`config.mk`:
```
export PLATFORM = sky130hd
export DESIGN_NAME = frontend_pipe_ctrl
export DESIGN_NICKNAME = d
export VERILOG_FILES = /design/src/rtl/frontend_pipe_ctrl.sv
export SDC_FILE = /design/constraint.sdc
export NUM_CORES = 1
export LEC_CHECK = 0
export ABC_CLOCK_PERIOD_IN_PS = 4600
export CORE_AREA = 3 3 40 42
export CTS_CLUSTER_DIAMETER = 60
export CTS_CLUSTER_SIZE = 25
export DETAILED_ROUTE_END_ITERATION = 8
export DIE_AREA = 0 0 43 45
export GPL_ROUTABILITY_DRIVEN = 1
export PLACE_DENSITY = 0.74
export SETUP_SLACK_MARGIN = 0.02
export SLEW_MARGIN = 5
export SYNTH_ARGS = -nofsm -noshare
export SYNTH_HDL_FRONTEND = slang
export SYNTH_SLANG_ARGS = --single-unit
```
`constraint.sdc`:
```
create_clock -name clock -period 4.6 [get_ports clock]
set_clock_uncertainty 0.1 [all_clocks]
set_input_delay 0.46 -clock clock [delete_from_list [all_inputs] [get_ports clock]]
set_output_delay 0.46 -clock clock [all_outputs]
set_load 0.01 [all_outputs]
```
`src/rtl/frontend_pipe_ctrl.sv`:
```
// Instruction front-end sequencing: fetch tracking, F2/D1 stall/flush, post-redirect discard, halt handshake.
// Build macro FE_CTRL_DISCARD_CNT_EN adds the saturating Discarded counter port.
module frontend_pipe_ctrl #(
  parameter int unsigned MAX_INFLIGHT = 2,
  localparam int unsigned CW = $clog2(MAX_INFLIGHT + 1)
) (
  input  logic          clock,
  input  logic          reset,
  input  logic          IMem_ReqAccept,
  input  logic          IMem_RespValid,
  input  logic          D2_Stall,
  input  logic          Redirect,
  input  logic          Halt_Req,
  output logic          F1_ReqValid,
  output logic          F2_Stall,
  output logic          F2_Issued,
  output logic          D1_Stall,
  output logic          D1_Flush,
  output logic          Halt_Ack,
`ifdef FE_CTRL_DISCARD_CNT_EN
  output logic [CW-1:0] Inflight,
  output logic [15:0]   Discarded
`else
  output logic [CW-1:0] Inflight
`endif
);

  typedef enum logic [1:0] {
    RUN     = 2'd0,
    DRAIN   = 2'd1,
    QUIESCE = 2'd2,
    HALTED  = 2'd3
  } state_e;

  state_e        state_q, state_d;
  logic [CW-1:0] inflight_q, inflight_d;
  logic [CW-1:0] discard_q, discard_d;
  logic          halt_ack_q, halt_ack_d;

  logic          resp_ok;
  logic          disc_pend;
  logic          accept;
  logic          consume;
  logic          discarding;

  // A response with nothing outstanding is a protocol error and is ignored entirely.
  assign resp_ok    = IMem_RespValid & (inflight_q != '0);
  assign disc_pend  = (discard_q != '0);
  assign accept     = IMem_ReqAccept & F1_ReqValid;
  assign consume    = resp_ok & ~F2_Stall;
  assign discarding = consume & (disc_pend | Redirect);

  // Counter next-state; a redirect reload overrides any same-cycle decrement.
  always_comb begin
    inflight_d = inflight_q + CW'(accept) - CW'(consume);
    discard_d  = discard_q;
    if (Redirect) begin
      discard_d = inflight_q - CW'(consume);
    end else if (discarding) begin
      discard_d = discard_q - CW'(1);
    end
  end

  always_ff @(posedge clock) begin
    if (reset) begin
      state_q <= RUN;
    end else begin
      state_q <= state_d;
    end
  end

  always_comb begin
    state_d = state_q;
    unique case (state_q)
      RUN: begin
        if (Halt_Req) begin
          state_d = QUIESCE;
        end else if (Redirect && (discard_d != '0)) begin
          state_d = DRAIN;
        end
      end
      DRAIN: begin
        if (Halt_Req) begin
          state_d = QUIESCE;
        end else if (discard_d == '0) begin
          state_d = RUN;
        end
      end
      QUIESCE: begin
        if (!Halt_Req) begin
          state_d = (discard_d == '0) ? RUN : DRAIN;
        end else if (inflight_d == '0) begin
          state_d = HALTED;
        end
      end
      HALTED: begin
        if (!Halt_Req) begin
          state_d = RUN;
        end
      end
      default: state_d = RUN;
    endcase
  end

  always_comb begin
    D1_Flush    = Redirect | reset;
    D1_Stall    = D2_Stall & ~Redirect;
    F2_Stall    = D1_Stall & ~disc_pend;
    F2_Issued   = resp_ok & ~disc_pend & ~Redirect & ~reset;
    F1_ReqValid = (state_q == RUN) & ~Redirect & ~D1_Stall &
                  (inflight_q < CW'(MAX_INFLIGHT)) & ~reset;
    halt_ack_d  = (state_q == HALTED) & Halt_Req;
  end

  always_ff @(posedge clock) begin
    if (reset) begin
      inflight_q <= '0;
      discard_q  <= '0;
      halt_ack_q <= 1'b0;
    end else begin
      inflight_q <= inflight_d;
      discard_q  <= discard_d;
      halt_ack_q <= halt_ack_d;
    end
  end

  assign Inflight = inflight_q;
  assign Halt_Ack = halt_ack_q;

`ifdef FE_CTRL_DISCARD_CNT_EN
  logic [15:0] discarded_q;

  // Saturating count of consumed-and-dropped responses.
  always_ff @(posedge clock) begin
    if (reset) begin
      discarded_q <= 16'h0000;
    end else if (discarding && (discarded_q != 16'hFFFF)) begin
      discarded_q <= discarded_q + 16'd1;
    end
  end

  assign Discarded = discarded_q;
`endif

endmodule

```
==> results.toml <==
[status]
status = "completed"

[pwr]
worst_ir_drop_vdd_mv = 0.253
combPwrFrac_pct = 41.5
p_total_mw = 0.229
clock_power_share_pct = 24.5
p_seq_share_pct = 34.0
p_int_mw = 0.155
p_sw_share_pct = 32.4
p_leak_nw = 0.267
power.switching_mw = 0.0742
power_density_mw_per_mm2 = 362

[yosys]
synth.largest_area_cell = "dfxtp_1"
syn_inst = 51
yosysWarnings = 0
ys_ff_latch = 7
async_flop_share_pct = 0
synth_top_family_by_area = "simple AND/OR/NAND/NOR gates"
synth_nets = 62
synth_xor_area_share_pct = 7.26
syn_area_um2 = 448
synth_ff_type = "dfxtp_1"
synth_commonest_cells = "dfxtp_1, inv_1, nor2_1"
synth_cell_type_count = 23
yosysSeqAreaShare_pct = 31.3
syn-mean-instance-area_um2 = 8.78
synth_mux_area_share_pct = 0
ys_top_cells_by_area = "dfxtp_1, ha_1, xor3_1"
synth_enable_flop_cells = 0
synth_most_common_cell = "dfxtp_1"
yosys.area_share.adder_pct = 11.2
synth-simple-area-share_pct = 28.5
synth_top_area_share_pct = 31.3
synth-compound-area-share_pct = 15.9

[placed_design]
place_inst = 80
place_congestion = 0.761
io_buffers = 14
dp_hpwl_um = 735

[setup_path]
crit_fanout = 8
crit_path_top_delay_cell = "clkdlybuf4s50_1"
arrival_ns = 3.04
max_stage_delay_ns = 0.55
r2r_slack_ns = 2.15
start_kind = "input pin"
rr_endpoint = "state_q[0]$_SDFFE_PP0P_"
cp-end-kind = "flop"
critical_path_required_ns = 4.69
rr_worst_depth = 11
crit_type = "in2reg"
path_cells = "clkdlybuf4s50_1 -> or2_2 -> nor3_1 -> nand2_1 -> ha_1 -> inv_1 -> ha_1 -> xor3_1 -> nor2_1 -> o21ai_0 -> a211oi_2 -> o221a_1"
crit_path_frequent_cell = "ha_1"
rr_startpoint = "state_q[1]$_SDFFE_PP0P_"

[sta]
maxSlewViolCount = 0
fmax_ghz = 0.340
hold_violations = 0
period_minus_slack_ns = 2.94
rsz0062_at_grt = "false"
tightest_slew_ns = 0.298
setup_viol = 0
setup_tns_ns = 0
final.period_utilization_pct = 63.9
slew_headroom_pct = 79.9

[clock_tree]
cts_tree = "built"
cts_resized = 0
clk_pin_slew_ns = 0.05
cts-root-buf = "clkbuf_4"
clkSinkCount = 7
post-cts-setup-buffer-count = 0
cts_buffers = 3
clockBufferDepth = 2
clkLatencyLatePin_ns = 0.25
htree_levels = 1
holdBufCountCts = 0

[floorplan]
die-area_mm2 = 0.00194
dieWidth_um = 43
start_util_pct = 34.9
rows = 13
die_y_um = 45
core_area_mm2 = 0.00128
io_pins = 15

[routing]
drc = 0
routed_wl_um = 909
routedWlPerCell_um = 10.8
vias = 415
drtIter0Drc = 4
routed_via_density = 4.94
antenna_left = 0
firstDrtPassIters = 4

[min_path]
min_from = "state_q[1]$_SDFFE_PP0P_"
holdPathStages = 2
hold_class = "reg2reg"
whs_endpoint = "Halt_Ack$_SDFF_PP0_"

[grt]
antenna_found_initial = 0
grt_max_degree = 9
grt_overflow = 0
grt_pass1_vias = 415
grt_first_pass_wirelength_mm = 1.67
grt_usage_pct = 11.6

[cells_and_area]
layout-drive-gt1-share_pct = 13.0
area_growth_pct = 41.3
layout.nets = 81
stdcell_count = 84
n_antenna_cell = 0

[run]
max_cap_violations = 0
[registers in the layout, summed over array words and instances, names as in the netlist]
name and cells:
Inflight 2, discard_q 2, state_q 2, Halt_Ack 1
[cells in the final DEF, fill, tap and decap left out, types with 2 or more instances in the layout]
cell / instances
clkbuf_4: 3
clkdlybuf4s50_1: 14
nor2_1: 6
or3_1: 2
a31oi_1: 2
dfxtp_1: 7
inv_1: 6
nor3_1: 4
ha_1: 4
nand2_1: 3
nor2b_1: 3
[how the worst max path moves through the flow]
stage	startpoint	endpoint	slack (ns)	cells past startpoint
after floorplan	Redirect	state_q[0]$_SDFFE_PP0P_	1.97	11
after global placement	reset	state_q[0]$_SDFFE_PP0P_	1.46	12
after detailed placement	reset	state_q[0]$_SDFFE_PP0P_	1.39	12
after CTS	reset	state_q[0]$_SDFFE_PP0P_	1.64	12
after global routing	reset	state_q[0]$_SDFFE_PP0P_	1.48	12
final	reset	state_q[0]$_SDFFE_PP0P_	1.66	12
[layout make-up]
class                           count  area [µm²]
Fill cell                         132         652
Multi-Input combinational cell     37         282
Sequential cell                     7         140
Timing Repair Buffer               14         140
Clock buffer                        4        26.3
Inverter                            7        26.3
Tap cell                           15        18.8
[power by group through the flow]
stage	sequential (mW)	clock (mW)	combinational, mW
final	0.0780	0.0561	0.0952
after detailed placement	0.0796	0	0.0968
after global routing	0.0802	0.0608	0.108
after global placement	0.0795	0	0.0947
after CTS	0.0783	0.0580	0.0968
after floorplan	0.0797	0	0.0632
[metal layers]
layer,vias to the layer above,track usage (%),share of wire [%]
met4,0,7.23,2.6
met5,-,0,0
met3,4,2.39,6.2
li1,215,-,-
met1,182,13.9,45
met2,14,19.2,46
[worst max-delay path: cells and delay by family]
family	cells	cell delay (ns)
AO/OA/AOI/OAI	3	0.52
XOR/XNOR	1	0.23
adder cells (fa/ha/maj)	2	0.41
buffers and inverters	2	0.60
AND/OR/NAND/NOR	4	0.81
[cell families (layout without fill, tap and decap cells)]
family                   after synthesis  count (layout)
AO/OA/AOI/OAI                          8               8
buffers and inverters                  7              25
XOR/XNOR                               2               2
adder cells (fa/ha/maj)                4               4
AND/OR/NAND/NOR                       23              23
flip-flops                             7               7
[per-stage QoR]
| stage | setup slack [ns] | area (µm²) | hold slack [ns] | util (%) |
|---|---|---|---|---|
| 4_1_cts | 1.64 | 633 | 0.403 | 49.3 |
| 2_1_floorplan | 1.97 | 448 | 0.363 | - |
| 3_3_place_gp | 1.46 | 607 | 0.392 | 47.2 |
| 6_report | 1.66 | 633 | 0.400 | 49.3 |
| 3_5_place_dp | 1.39 | 607 | 0.394 | 47.2 |
| 5_1_grt | 1.48 | 633 | 0.424 | 49.3 |
Power figures use the tool's default switching activity.
